[config.mk]
export PLATFORM = sky130hd
export DESIGN_NAME = calc_controller_flat
export DESIGN_NICKNAME = d
export VERILOG_FILES = /design/src/rtl/calc_pkg.sv /design/src/rtl/calc_controller_if.sv /design/src/rtl/calc_controller_seq_multiplier.sv /design/src/rtl/calc_controller.sv /design/src/flat_wrapper.sv
export SDC_FILE = /design/constraint.sdc
export NUM_CORES = 1
export LEC_CHECK = 0
export ABC_AREA = 1
export CAP_MARGIN = 20
export CORE_MARGIN = 3
export CORE_UTILIZATION = 44
export CTS_BUF_LIST = sky130_fd_sc_hd__clkbuf_8
export CTS_CLUSTER_DIAMETER = 50
export CTS_CLUSTER_SIZE = 10
export DETAILED_ROUTE_END_ITERATION = 8
export GPL_ROUTABILITY_DRIVEN = 0
export MAX_ROUTING_LAYER = met4
export SETUP_SLACK_MARGIN = 0.05
export SYNTH_ARGS = -nofsm -noshare
export SYNTH_HDL_FRONTEND = slang
export SYNTH_SLANG_ARGS = --single-unit
[constraint.sdc]
create_clock -name clock -period 2.4 [get_ports clock]
set_input_delay 0.36 -clock clock [delete_from_list [all_inputs] [get_ports clock]]
set_output_delay 0.36 -clock clock [all_outputs]
set_load 0.02 [all_outputs]
[src/rtl/calc_pkg.sv]
// Shared constants and types for the hex calculator controller:
// opcodes, FSM encodings, the decoded key event and a digit-shift helper.
package calc_pkg;

  localparam logic [1:0] ADD      = 2'b00;
  localparam logic [1:0] MULTIPLY = 2'b01;
  localparam logic [1:0] SUBTRACT = 2'b10;

  localparam logic [1:0] ENTER_A  = 2'b00;
  localparam logic [1:0] ENTER_B  = 2'b01;
  localparam logic [1:0] MUL      = 2'b10;
  localparam logic [1:0] RESULT   = 2'b11;

  // One keypress after priority resolution: at most one of eq/hex/op is set.
  typedef struct packed {
    logic       eq;
    logic       hex;
    logic       op;
    logic [3:0] hexcode;
    logic [1:0] opcode;
  } key_t;

  // Bits of the operand that survive a one-digit left shift.
  function automatic int dig_shift_w(input int width);
    return width - 4;
  endfunction

endpackage

[src/rtl/calc_controller_if.sv]
// Keypad-side inputs and display-side outputs of the calculator controller.
interface calc_controller_if #(parameter int WIDTH = 16);
  logic             newkey;
  logic             newhex;
  logic [3:0]       hexcode;
  logic             newop;
  logic [1:0]       opcode;
  logic             eq;
  logic [WIDTH-1:0] display;
  logic             busy;
  logic             overflow;
  logic [1:0]       state_out;

  modport master (
    output newkey, newhex, hexcode, newop, opcode, eq,
    input  display, busy, overflow, state_out
  );

  modport slave (
    input  newkey, newhex, hexcode, newop, opcode, eq,
    output display, busy, overflow, state_out
  );
endinterface

[src/rtl/calc_controller_seq_multiplier.sv]
// Iterative shift-add multiplier: one multiplier bit per cycle, WIDTH cycles
// after the start edge, with a one-cycle done pulse alongside the final product.
module seq_multiplier #(
  parameter int WIDTH = 16
) (
  input  logic               clock,
  input  logic               reset,
  input  logic               start,
  input  logic [WIDTH-1:0]   a,
  input  logic [WIDTH-1:0]   b,
  output logic               busy,
  output logic               done,
  output logic [2*WIDTH-1:0] product
);
  localparam int CW = $clog2(WIDTH + 1);

  logic [2*WIDTH-1:0] mcand_q, mcand_d;
  logic [2*WIDTH-1:0] prod_q, prod_d;
  logic [WIDTH-1:0]   mplier_q, mplier_d;
  logic [CW-1:0]      cnt_q, cnt_d;
  logic               busy_q, busy_d;
  logic               done_q, done_d;

  always_comb begin
    mcand_d  = mcand_q;
    prod_d   = prod_q;
    mplier_d = mplier_q;
    cnt_d    = cnt_q;
    busy_d   = busy_q;
    done_d   = 1'b0;
    if (start) begin
      mcand_d  = {{WIDTH{1'b0}}, a};
      mplier_d = b;
      prod_d   = '0;
      cnt_d    = CW'(WIDTH);
      busy_d   = 1'b1;
    end else if (busy_q) begin
      if (mplier_q[0]) prod_d = prod_q + mcand_q;
      mcand_d  = mcand_q << 1;
      mplier_d = mplier_q >> 1;
      cnt_d    = cnt_q - 1'b1;
      if (cnt_q == CW'(1)) begin
        busy_d = 1'b0;
        done_d = 1'b1;
      end
    end
  end

  always_ff @(posedge clock) begin
    if (reset) begin
      mcand_q  <= '0;
      prod_q   <= '0;
      mplier_q <= '0;
      cnt_q    <= '0;
      busy_q   <= 1'b0;
      done_q   <= 1'b0;
    end else begin
      mcand_q  <= mcand_d;
      prod_q   <= prod_d;
      mplier_q <= mplier_d;
      cnt_q    <= cnt_d;
      busy_q   <= busy_d;
      done_q   <= done_d;
    end
  end

  assign busy    = busy_q;
  assign done    = done_q;
  assign product = prod_q;

endmodule

[src/rtl/calc_controller.sv]
// Hex calculator sequencer: builds operands from digit keys, holds the pending
// operator, evaluates add/sub in one cycle and multiply via seq_multiplier.
module calc_controller
  import calc_pkg::*;
#(
  parameter int WIDTH = 16
) (
  input logic              clock,
  input logic              reset,
  calc_controller_if.slave bus
);
  localparam int SHW = dig_shift_w(WIDTH);

  logic [1:0]       state_q, state_d;
  logic [WIDTH-1:0] acc_q, acc_d;
  logic [WIDTH-1:0] cur_q, cur_d;
  logic [WIDTH-1:0] disp_q, disp_d;
  logic [1:0]       op_q, op_d;
  logic             dig_seen_q, dig_seen_d;
  logic             ovf_q, ovf_d;
  logic             chain_q, chain_d;
  logic             busy_q, busy_d;

  key_t               key;
  logic               mul_start, mul_busy, mul_done;
  logic [2*WIDTH-1:0] mul_prod;
  logic [WIDTH:0]     sum, diff;
  logic [WIDTH-1:0]   alu_res, cur_shift;
  logic               alu_ovf, is_sub, is_mul, do_eval;

  // eq outranks a digit, a digit outranks an operator.
  always_comb begin
    key.eq      = bus.newkey & bus.eq;
    key.hex     = bus.newkey & ~bus.eq & bus.newhex;
    key.op      = bus.newkey & ~bus.eq & ~bus.newhex & bus.newop;
    key.hexcode = bus.hexcode;
    key.opcode  = bus.opcode;
  end

  assign is_sub    = (op_q == SUBTRACT);
  assign is_mul    = (op_q == MULTIPLY);
  assign sum       = {1'b0, acc_q} + {1'b0, cur_q};
  assign diff      = {1'b0, acc_q} - {1'b0, cur_q};
  assign alu_res   = is_sub ? diff[WIDTH-1:0] : sum[WIDTH-1:0];
  assign alu_ovf   = is_sub ? diff[WIDTH] : sum[WIDTH];
  assign cur_shift = {cur_q[SHW-1:0], key.hexcode};
  assign do_eval   = key.eq | (key.op & dig_seen_q);

  always_comb begin
    state_d    = state_q;
    acc_d      = acc_q;
    cur_d      = cur_q;
    disp_d     = disp_q;
    op_d       = op_q;
    dig_seen_d = dig_seen_q;
    ovf_d      = ovf_q;
    chain_d    = chain_q;
    busy_d     = mul_busy;
    mul_start  = 1'b0;
    case (state_q)
      ENTER_A: begin
        if (key.hex) begin
          cur_d      = cur_shift;
          disp_d     = cur_shift;
          dig_seen_d = 1'b1;
        end else if (key.op) begin
          acc_d      = cur_q;
          op_d       = key.opcode;
          cur_d      = '0;
          dig_seen_d = 1'b0;
          state_d    = ENTER_B;
        end
      end
      ENTER_B: begin
        if (key.hex) begin
          cur_d      = cur_shift;
          disp_d     = cur_shift;
          dig_seen_d = 1'b1;
        end else if (do_eval) begin
          if (is_mul) begin
            // Operands are captured by the multiplier now, so cur/op may move on.
            mul_start = 1'b1;
            chain_d   = key.op;
            state_d   = MUL;
          end else begin
            acc_d   = alu_res;
            disp_d  = alu_res;
            ovf_d   = alu_ovf;
            state_d = key.op ? ENTER_B : RESULT;
          end
          if (key.op) begin
            op_d       = key.opcode;
            cur_d      = '0;
            dig_seen_d = 1'b0;
          end
        end else if (key.op) begin
          op_d = key.opcode;
        end
      end
      MUL: begin
        if (mul_done) begin
          acc_d   = mul_prod[WIDTH-1:0];
          disp_d  = mul_prod[WIDTH-1:0];
          ovf_d   = |mul_prod[2*WIDTH-1:WIDTH];
          state_d = chain_q ? ENTER_B : RESULT;
        end
      end
      RESULT: begin
        if (key.hex) begin
          cur_d      = {{SHW{1'b0}}, key.hexcode};
          disp_d     = {{SHW{1'b0}}, key.hexcode};
          dig_seen_d = 1'b1;
          ovf_d      = 1'b0;
          state_d    = ENTER_A;
        end else if (key.op) begin
          op_d       = key.opcode;
          cur_d      = '0;
          dig_seen_d = 1'b0;
          state_d    = ENTER_B;
        end
      end
      default: state_d = ENTER_A;
    endcase
  end

  always_ff @(posedge clock) begin
    if (reset) begin
      state_q    <= ENTER_A;
      acc_q      <= '0;
      cur_q      <= '0;
      disp_q     <= '0;
      op_q       <= ADD;
      dig_seen_q <= 1'b0;
      ovf_q      <= 1'b0;
      chain_q    <= 1'b0;
      busy_q     <= 1'b0;
    end else begin
      state_q    <= state_d;
      acc_q      <= acc_d;
      cur_q      <= cur_d;
      disp_q     <= disp_d;
      op_q       <= op_d;
      dig_seen_q <= dig_seen_d;
      ovf_q      <= ovf_d;
      chain_q    <= chain_d;
      busy_q     <= busy_d;
    end
  end

  seq_multiplier #(.WIDTH(WIDTH)) u_mul (
    .clock   (clock),
    .reset   (reset),
    .start   (mul_start),
    .a       (acc_q),
    .b       (cur_q),
    .busy    (mul_busy),
    .done    (mul_done),
    .product (mul_prod)
  );

  assign bus.display   = disp_q;
  assign bus.busy      = busy_q;
  assign bus.overflow  = ovf_q;
  assign bus.state_out = state_q;

endmodule

[src/flat_wrapper.sv]
// flat-port wrapper written by rule: the top's interface ports become plain ports
module calc_controller_flat import calc_pkg::*;
#(
  parameter int WIDTH = 16
)
  (clock, reset, bus_newkey, bus_newhex, bus_hexcode, bus_newop, bus_opcode, bus_eq, bus_display, bus_busy, bus_overflow, bus_state_out);
  calc_controller_if #(.WIDTH(WIDTH)) bus_i ();
  input logic clock;
  input logic reset;
  input wire logic [$bits(bus_i.newkey)-1:0] bus_newkey;
  input wire logic [$bits(bus_i.newhex)-1:0] bus_newhex;
  input wire logic [$bits(bus_i.hexcode)-1:0] bus_hexcode;
  input wire logic [$bits(bus_i.newop)-1:0] bus_newop;
  input wire logic [$bits(bus_i.opcode)-1:0] bus_opcode;
  input wire logic [$bits(bus_i.eq)-1:0] bus_eq;
  output wire logic [$bits(bus_i.display)-1:0] bus_display;
  output wire logic [$bits(bus_i.busy)-1:0] bus_busy;
  output wire logic [$bits(bus_i.overflow)-1:0] bus_overflow;
  output wire logic [$bits(bus_i.state_out)-1:0] bus_state_out;
  assign bus_i.newkey = bus_newkey;
  assign bus_i.newhex = bus_newhex;
  assign bus_i.hexcode = bus_hexcode;
  assign bus_i.newop = bus_newop;
  assign bus_i.opcode = bus_opcode;
  assign bus_i.eq = bus_eq;
  assign bus_display = bus_i.display;
  assign bus_busy = bus_i.busy;
  assign bus_overflow = bus_i.overflow;
  assign bus_state_out = bus_i.state_out;
  calc_controller #(.WIDTH(WIDTH)) u_core (.clock(clock), .reset(reset), .bus(bus_i));
endmodule
## Yosys cells after proc, flatten, opt, wreduce, memory -nomap -nowiden

Cells that the tools add are included.

- $add $sub $neg: 4
- Multipliers: 0
- Divide/modulo/power cells: 0
- $lt $le $gt $ge: 0
- Eq/ne operators: 18
- Shift-type cells: 0
- Multiplexer cells: 57
- Bitwise operators: 11
- Reductions and logical operators: 20

Operators with widths:

| operator | count |
|---|---|
| two-way mux 16 bit | 19 |
| one-hot mux 16 bit (3 select lines) | 2 |
| one-hot mux 16 bit (4 select lines) | 1 |
| adder 32 bit | 1 |
| two-way mux 2 bit | 12 |
| two-way mux 1 bit | 18 |
| adder 16 x 16 -> 17 bit | 1 |
| subtractor 16 x 16 -> 17 bit | 1 |
| OR reduction 16 bit | 1 |
| two-way mux 5 bit | 2 |
| inequality test 2 x 1 -> 1 bit (second input constant) | 5 |
| inequality test 2 bit (second input constant) | 5 |
| nonzero test 3 bit | 3 |
| one-hot mux 2 bit (4 select lines) | 1 |
| AND reduction 4 bit | 2 |
| AND reduction 7 bit | 1 |
| AND 1 bit | 6 |
| equality test 2 bit (second input constant) | 3 |
| AND reduction 2 bit | 3 |
| AND reduction 6 bit | 1 |
| OR reduction 3 bit | 2 |
| equality test 5 x 1 -> 1 bit (second input constant) | 1 |
| AND reduction 5 bit | 1 |
| subtractor 5 x 1 -> 5 bit (second input constant) | 1 |
| other kinds (11) | 17 |

- Register bits after elaboration: 143
- Latch bits: 0
- RAM bits: 0
- Memory bits (read-only): 0
- Input bits: 12
- Output and inout bits: 20
- Word-level logic and storage cells: 127
- Memories kept: 0

## Longest topological paths before layout

Gate-level depths: netlist of run 1.

- Depth in word-level cells: 10
- Mapped depth: 20
- Mapped depth without buffers: 19

## Modules after synthesis

A second synthesis of run 1 with hierarchy kept.

- Cells, all modules: 1798
- Area, all modules: 10973.0 um2

Modules (own cells, without submodules):

| module | instances | cells each | area an instance (um2) | sequential area each (um2) |
|---|---|---|---|---|
| seq_multiplier | 1 | 951 | 5825.6 | 1741.7 |
| calc_controller | 1 | 847 | 5147.4 | 1121.1 |

## Least setup slack after synthesis of run 1

No wires, ideal clock.

- Path kind: register -> register
- Start point: register u_core.u_mul.mcand_q[0]
- End point: register u_core.u_mul.prod_q[18], in the netlist u_core.u_mul.product[18]
- Setup time: 0.109 ns
- Arrival: 1.987 ns
- Required time: 2.291 ns
- Path slack: 0.304 ns
- Cell stages (with the launch flop): 13
- Buffers on the path: 0
- Period minus slack after synthesis: 2.096 ns
- Cell sequence: dfxtp_1 -> ha_1 -> fa_1 -> nand3_1 -> nand2_1 -> a21oi_2 -> o21bai_1 -> a21oi_2 -> o21bai_1 -> a21oi_1 -> o21ai_0 -> nand2_1 -> inv_1

- Word-level cells in the longest chain between the ends: 1

RTL lines:

| item | RTL line | text |
|---|---|---|
| start: declaration | calc_controller_seq_multiplier.sv:17 | `logic [2*WIDTH-1:0] mcand_q, mcand_d;` |
| start signal: assignment | calc_controller_seq_multiplier.sv:58 | `mcand_q <= mcand_d;` |
| adder 32 bit | calc_controller_seq_multiplier.sv:38 | `if (mplier_q[0]) prod_d = prod_q + mcand_q;` |
| end signal: assignment | calc_controller_seq_multiplier.sv:59 | `prod_q <= prod_d;` |
| end: declaration | calc_controller_seq_multiplier.sv:18 | `logic [2*WIDTH-1:0] prod_q, prod_d;` |

Every way passes these cells.
A chain may end at the register's enable or synchronous reset.

## Final worst setup path of run 1

- Start point: register u_core.cur_q[12]
- End point: register u_core.disp_q[15], in the netlist u_core.bus.display[15]

- Word-level cells in the longest chain between the ends: 6
- Elaborated cells on any way between the ends: 7
- Those cells by class: add/sub: 2; mux: 5

RTL lines:

| item | RTL line | text |
|---|---|---|
| start: declaration | calc_controller.sv:16 | `logic [WIDTH-1:0] cur_q, cur_d;` |
| start signal: assignment | calc_controller.sv:140 | `cur_q <= cur_d;` |
| adder 16 x 16 -> 17 bit / subtractor 16 x 16 -> 17 bit (equally long branches) | calc_controller.sv:42, calc_controller.sv:43 |  |
| two-way mux 16 bit (*) | calc_controller.sv:44 | `assign alu_res = is_sub ? diff[WIDTH-1:0] : sum[WIDTH-1:0];` |
| two-way mux 16 bit (*) | calc_controller.sv:80 | `if (is_mul) begin` |
| two-way mux 16 bit (*) | calc_controller.sv:79 | `end else if (do_eval) begin` |
| two-way mux 16 bit (*) | calc_controller.sv:75 | `if (key.hex) begin` |
| one-hot mux 16 bit (4 select lines) (*) | calc_controller.sv:60 | `case (state_q)` |
| end signal: assignment | calc_controller.sv:141 | `disp_q <= disp_d;` |
| end: declaration | calc_controller.sv:17 | `logic [WIDTH-1:0] disp_q, disp_d;` |

Mark *: on every way between the ends. The rest lies on a longest branch, timed or not. The select of a mux whose other input is x is not followed.

==> results, run 1 <==
- The master cell of the clock root buffer is clkbuf_8.
- The worst setup path is of the flop to flop kind.
- Dividing the detail-routed wire length by the instance count gives roughly 17 um.
- The total of warnings raised by yosys is 0.
- For this run the aggregate overflow at the end of global routing stands at 0.
- The share of post-route cells with drive strength above 1 is between 10 and 15%.
- The via count of the first global-routing pass is 9635.
- In this run the standard cell core region covers roughly 23000 sq um.
- For this design, the CTS-stage hold fixing added 0 buffers.
- The count of buffers inserted at the top-level ports is 31.
- The total die area is 25100 sq um.
- The H-tree was split into 4 levels.
- VDD sags by at most 0.395 mV.
- The number of vias in the routed layout is between 10k and 15k.
- The time the worst path needs with I/O delays and setup is 2.26 ns.
- The clock passes through at most 2 buffers.
- The final layout contains 1732 nets.
- Dividing the detail-routed via count by the number of cells gives 5.45.
- The initial antenna violation count is 0.
- The final antenna-violating net count is 0.
- The largest individual stage delay along the critical path comes from the cell ha_2.
- 32 I/O pins were placed.
- The final layout contains routed wiring with a total length of around 33000 um.
- The final setup skew is 0.0189 ns.
- The smallest setup slack after layout is 0.142 ns.
- Per report_power, the combinational group accounts for 51.8% of the total.
- The detailed-placement wirelength estimate is 24600 um.
- The vertical extent of the die is approximately 160 um.
- The sequential element share of the synthesized area is 28.0%.
- The number of design-rule violations left by the first detailed-router iteration is between 900 and 1k.
- The width of the chip is 158 um.
- After detailed routing, the number of remaining DRC violations is 0.
- The number of instances in the placed design is 1908.
- Sequential cells burn between 20% and 30% of the power.
- The flow ran to the end, and the final reports show no timing, DRC or antenna violations.
- The most used flip-flop cell after synthesis is dfxtp_1.
- Yosys mapped the design onto 49 distinct sky130hd cell types.
- Once the floorplan was initialized, standard cells occupied 45.0% of the core.
- Setup repair after global routing could not meet its margin everywhere.
- The floorplan has 55 rows.
- Derived from the worst setup path, the maximum achievable clock frequency is 0.443 GHz.
- CTS saw 143 sinks.
- The final-report max-slew violation count came to 0.
- STA classifies the critical path endpoint as a flop.
- The number of synthesized flops with an enable pin is 0.
- Of the available clock period, the critical path in the final layout requires 94.1%.
- The register bit total from synthesis is 143.
- Summing every instance area after synthesis gives roughly 10000 sq um.
- The largest single stage delay on the critical path is 0.41 ns.
- The cell leakage power is 5.18 nW.
- The number of fill cells in the layout is 2313.
- The hold violation count in the final report is 0.
- The library cell used most frequently in the layout, excluding fill and tap cells, is nand2_1.
- The nature of the critical path startpoint is a flop.
- The power spent charging and discharging nets is between 4 and 5 mW.
- Cell internal power was estimated by the tool at 5.46 mW.
- The layout overhead on the synthesized area is 15.1%.
- Across the run, the number of max-cap violations was 0.
- At the worst endpoint, the required time is roughly 2.8 ns.
- The share of total power dissipated in the clock network is 19.5%.
- The number of nets handed over by synthesis was 1686.
- The mean cell area of the mapped netlist is 6.39 sq um.
- At the end of the flow the core is filled with cells to 51.8%.
- The number of search-and-repair iterations in the first detailed-routing pass is 5.
- In this run the worst path has a maximum fanout of 8.
- The total negative setup slack is 0 ns.
- The post-placement worst setup slack is 0.0307 ns.
- The share of synthesized registers carrying an async set or reset is 0%.
- The actual slew at the worst max-slew pin is slightly below 0.8 ns.
- The signal on the critical path passes through inv_1, ha_2, nand2_1, nor2_2, and2_1, nand3_1, nand2_1, inv_1, nand2_1, nand2_1, nand2_1, nand2_1, nand3_1, nand2_1, nand2_1, a21oi_1.
- Clock-pin slew was measured on the worst setup and hold paths at 0.09 ns.
- In the synthesized netlist, the number of instances is between 1.5k and 2k.
- The setup-violating endpoint count in the final report is 0.
- The pin count of the biggest net entering global routing is 46.
- TritonCTS created 17 clock buffers.
- The finished layout holds 1944 standard cells, fillers aside.
- The count of inserted antenna diode cells is 0.
- The global-route wire length before repair is 51500 um.
- The total routing resource utilization after global routing is 26.5%.
- For the worst-skew pair, the clock arrives at the later sink with an insertion delay of 0.46 ns.
- The type of the worst min-delay path is primary input to flop.
- The most numerous cell type found on the critical path is nand2_1.
- In the layout the commonest cells are nand2_1, inv_1, a21oi_1, dfxtp_1, nor2_1.
- TritonCTS built the clock tree.
- The power density normalized to cell area is 855 nW/um^2.
- In this run switching power makes up roughly 46% of total power.
- In this run the tightest slew margin relative to its limit is 48.7%.
- The data arrival at the endpoint of the critical path is 2.61 ns.
routing by layer:
metal  track usage [%]  vias to the layer above  share of wire, %
li1                  -                     5402                 -
met1              38.7                     4860                49
met2              38.9                      294                43
met3              3.42                       41               6.0
met4              6.68                        0               1.8
met5                 -                        -                 0
synth_stat cells (all sizes together) (2+ instances only):
library cell,instances,area [sq um]
o211ai,9,67.6
nand4,15,93.8
a21o,6,45.0
a21oi,172,880
o211a,2,20.0
a2111oi,2,23.8
o221ai,3,26.3
nor4,5,31.3
nand2,412,1570
ha,71,888
a211oi,8,70.1
nor2,141,572
o21a,4,30.0
a21boi,2,15.0
o22ai,11,75.1
and2,3,18.8
xnor2,8,70.1
nand3b,3,22.5
o21bai,9,67.6
inv,187,707
buf,35,201
a31oi,34,213
o21ai,121,613
fa,3,60.1
xor2,14,123
dfxtp,143,2860
clkbuf,38,144
nand3,123,621
nor3,13,65.1
final cells by class:
cell class	instances	area, sq um	area share (%)
Timing Repair Buffer	100	911	7.74
Clock inverter	14	133	1.13
Sequential cell	143	2870	24.4
Clock buffer	18	248	2.11
Tap cell	285	357	3.03
Multi-Input combinational cell	1197	6540	55.6
Inverter	187	707	6.01
logic make-up (layout without fill, tap and decap cells):
kind of cell    after synthesis  after routing  synth area share, %
xor+xnor                     22             22                 1.89
compound gates              386            386                 21.3
fa+ha+maj                    74             74                 9.28
flops                       143            143                 28.0
simple gates                715            715                 29.3
buf+inv                     260            319                 10.3
power groups by stage:
stage	sequential, mW	combinational [mW]	clock (mW)
2_1_floorplan	3.03	3.08	0
3_3_place_gp	2.91	4.78	0
3_5_place_dp	2.91	4.81	0
4_1_cts	2.86	4.85	1.99
5_1_grt	2.91	5.78	2.08
6_report	2.89	5.21	1.96
sequential cells by signal, summed over array words and instances, names as in the netlist, 2 cells and up:
| name | count |
|---|---|
| u_core.bus.display | 16 |
| u_core.u_mul.cnt_q | 5 |
| u_core.op_q | 2 |
| u_core.acc_q | 16 |
| u_core.u_mul.product | 32 |
| u_core.bus.state_out | 2 |
| u_core.cur_q | 16 |
| u_core.u_mul.mplier_q | 16 |
| u_core.u_mul.mcand_q | 32 |
critical path, delay by kind of cell (launching register included):
| family | cells | cell delay, ns |
|---|---|---|
| fa+ha+maj | 1 | 0.41 |
| buf+inv | 2 | 0.10 |
| compound gates | 1 | 0.08 |
| simple gates | 12 | 1.22 |
| flops | 1 | 0.35 |
worst paths after layout:
kind                            depth (start not counted)  slack, ns                   endpoint                      start
worst max register to register                         16       0.14     u_core.bus.display[15]           u_core.cur_q[12]
worst max-delay path                                   16       0.14     u_core.bus.display[15]           u_core.cur_q[12]
worst min-delay path                                    3       0.36      u_core.u_mul.cnt_q[1]                      reset
worst min register to register                          2       0.47  u_core.u_mul.mplier_q[15]  u_core.u_mul.mplier_q[15]
per-stage QoR:
step	hold WS [ns]	instance area (sq um)	power, mW
after detailed placement	0.456	11100	7.72
after global placement	0.456	11100	7.68
after floorplan	0.440	10200	6.11
after global routing	0.325	11800	10.8
final	0.359	11800	10.1
after CTS	0.332	11500	9.70
timing repair:
action,in CTS,in global routing
gates resized for setup,2,73
setup endpoints to repair,5,41
pin swaps,2,9
setup buffers,2,2
Power figures use the tool's default switching activity.
==> run 2, diff against run 1 <==
- ABC_CLOCK_PERIOD_IN_PS: unset -> 2400
==> results of run 2 <==
Same layout as run 1: the final DEF is identical, and so are final timing and power.
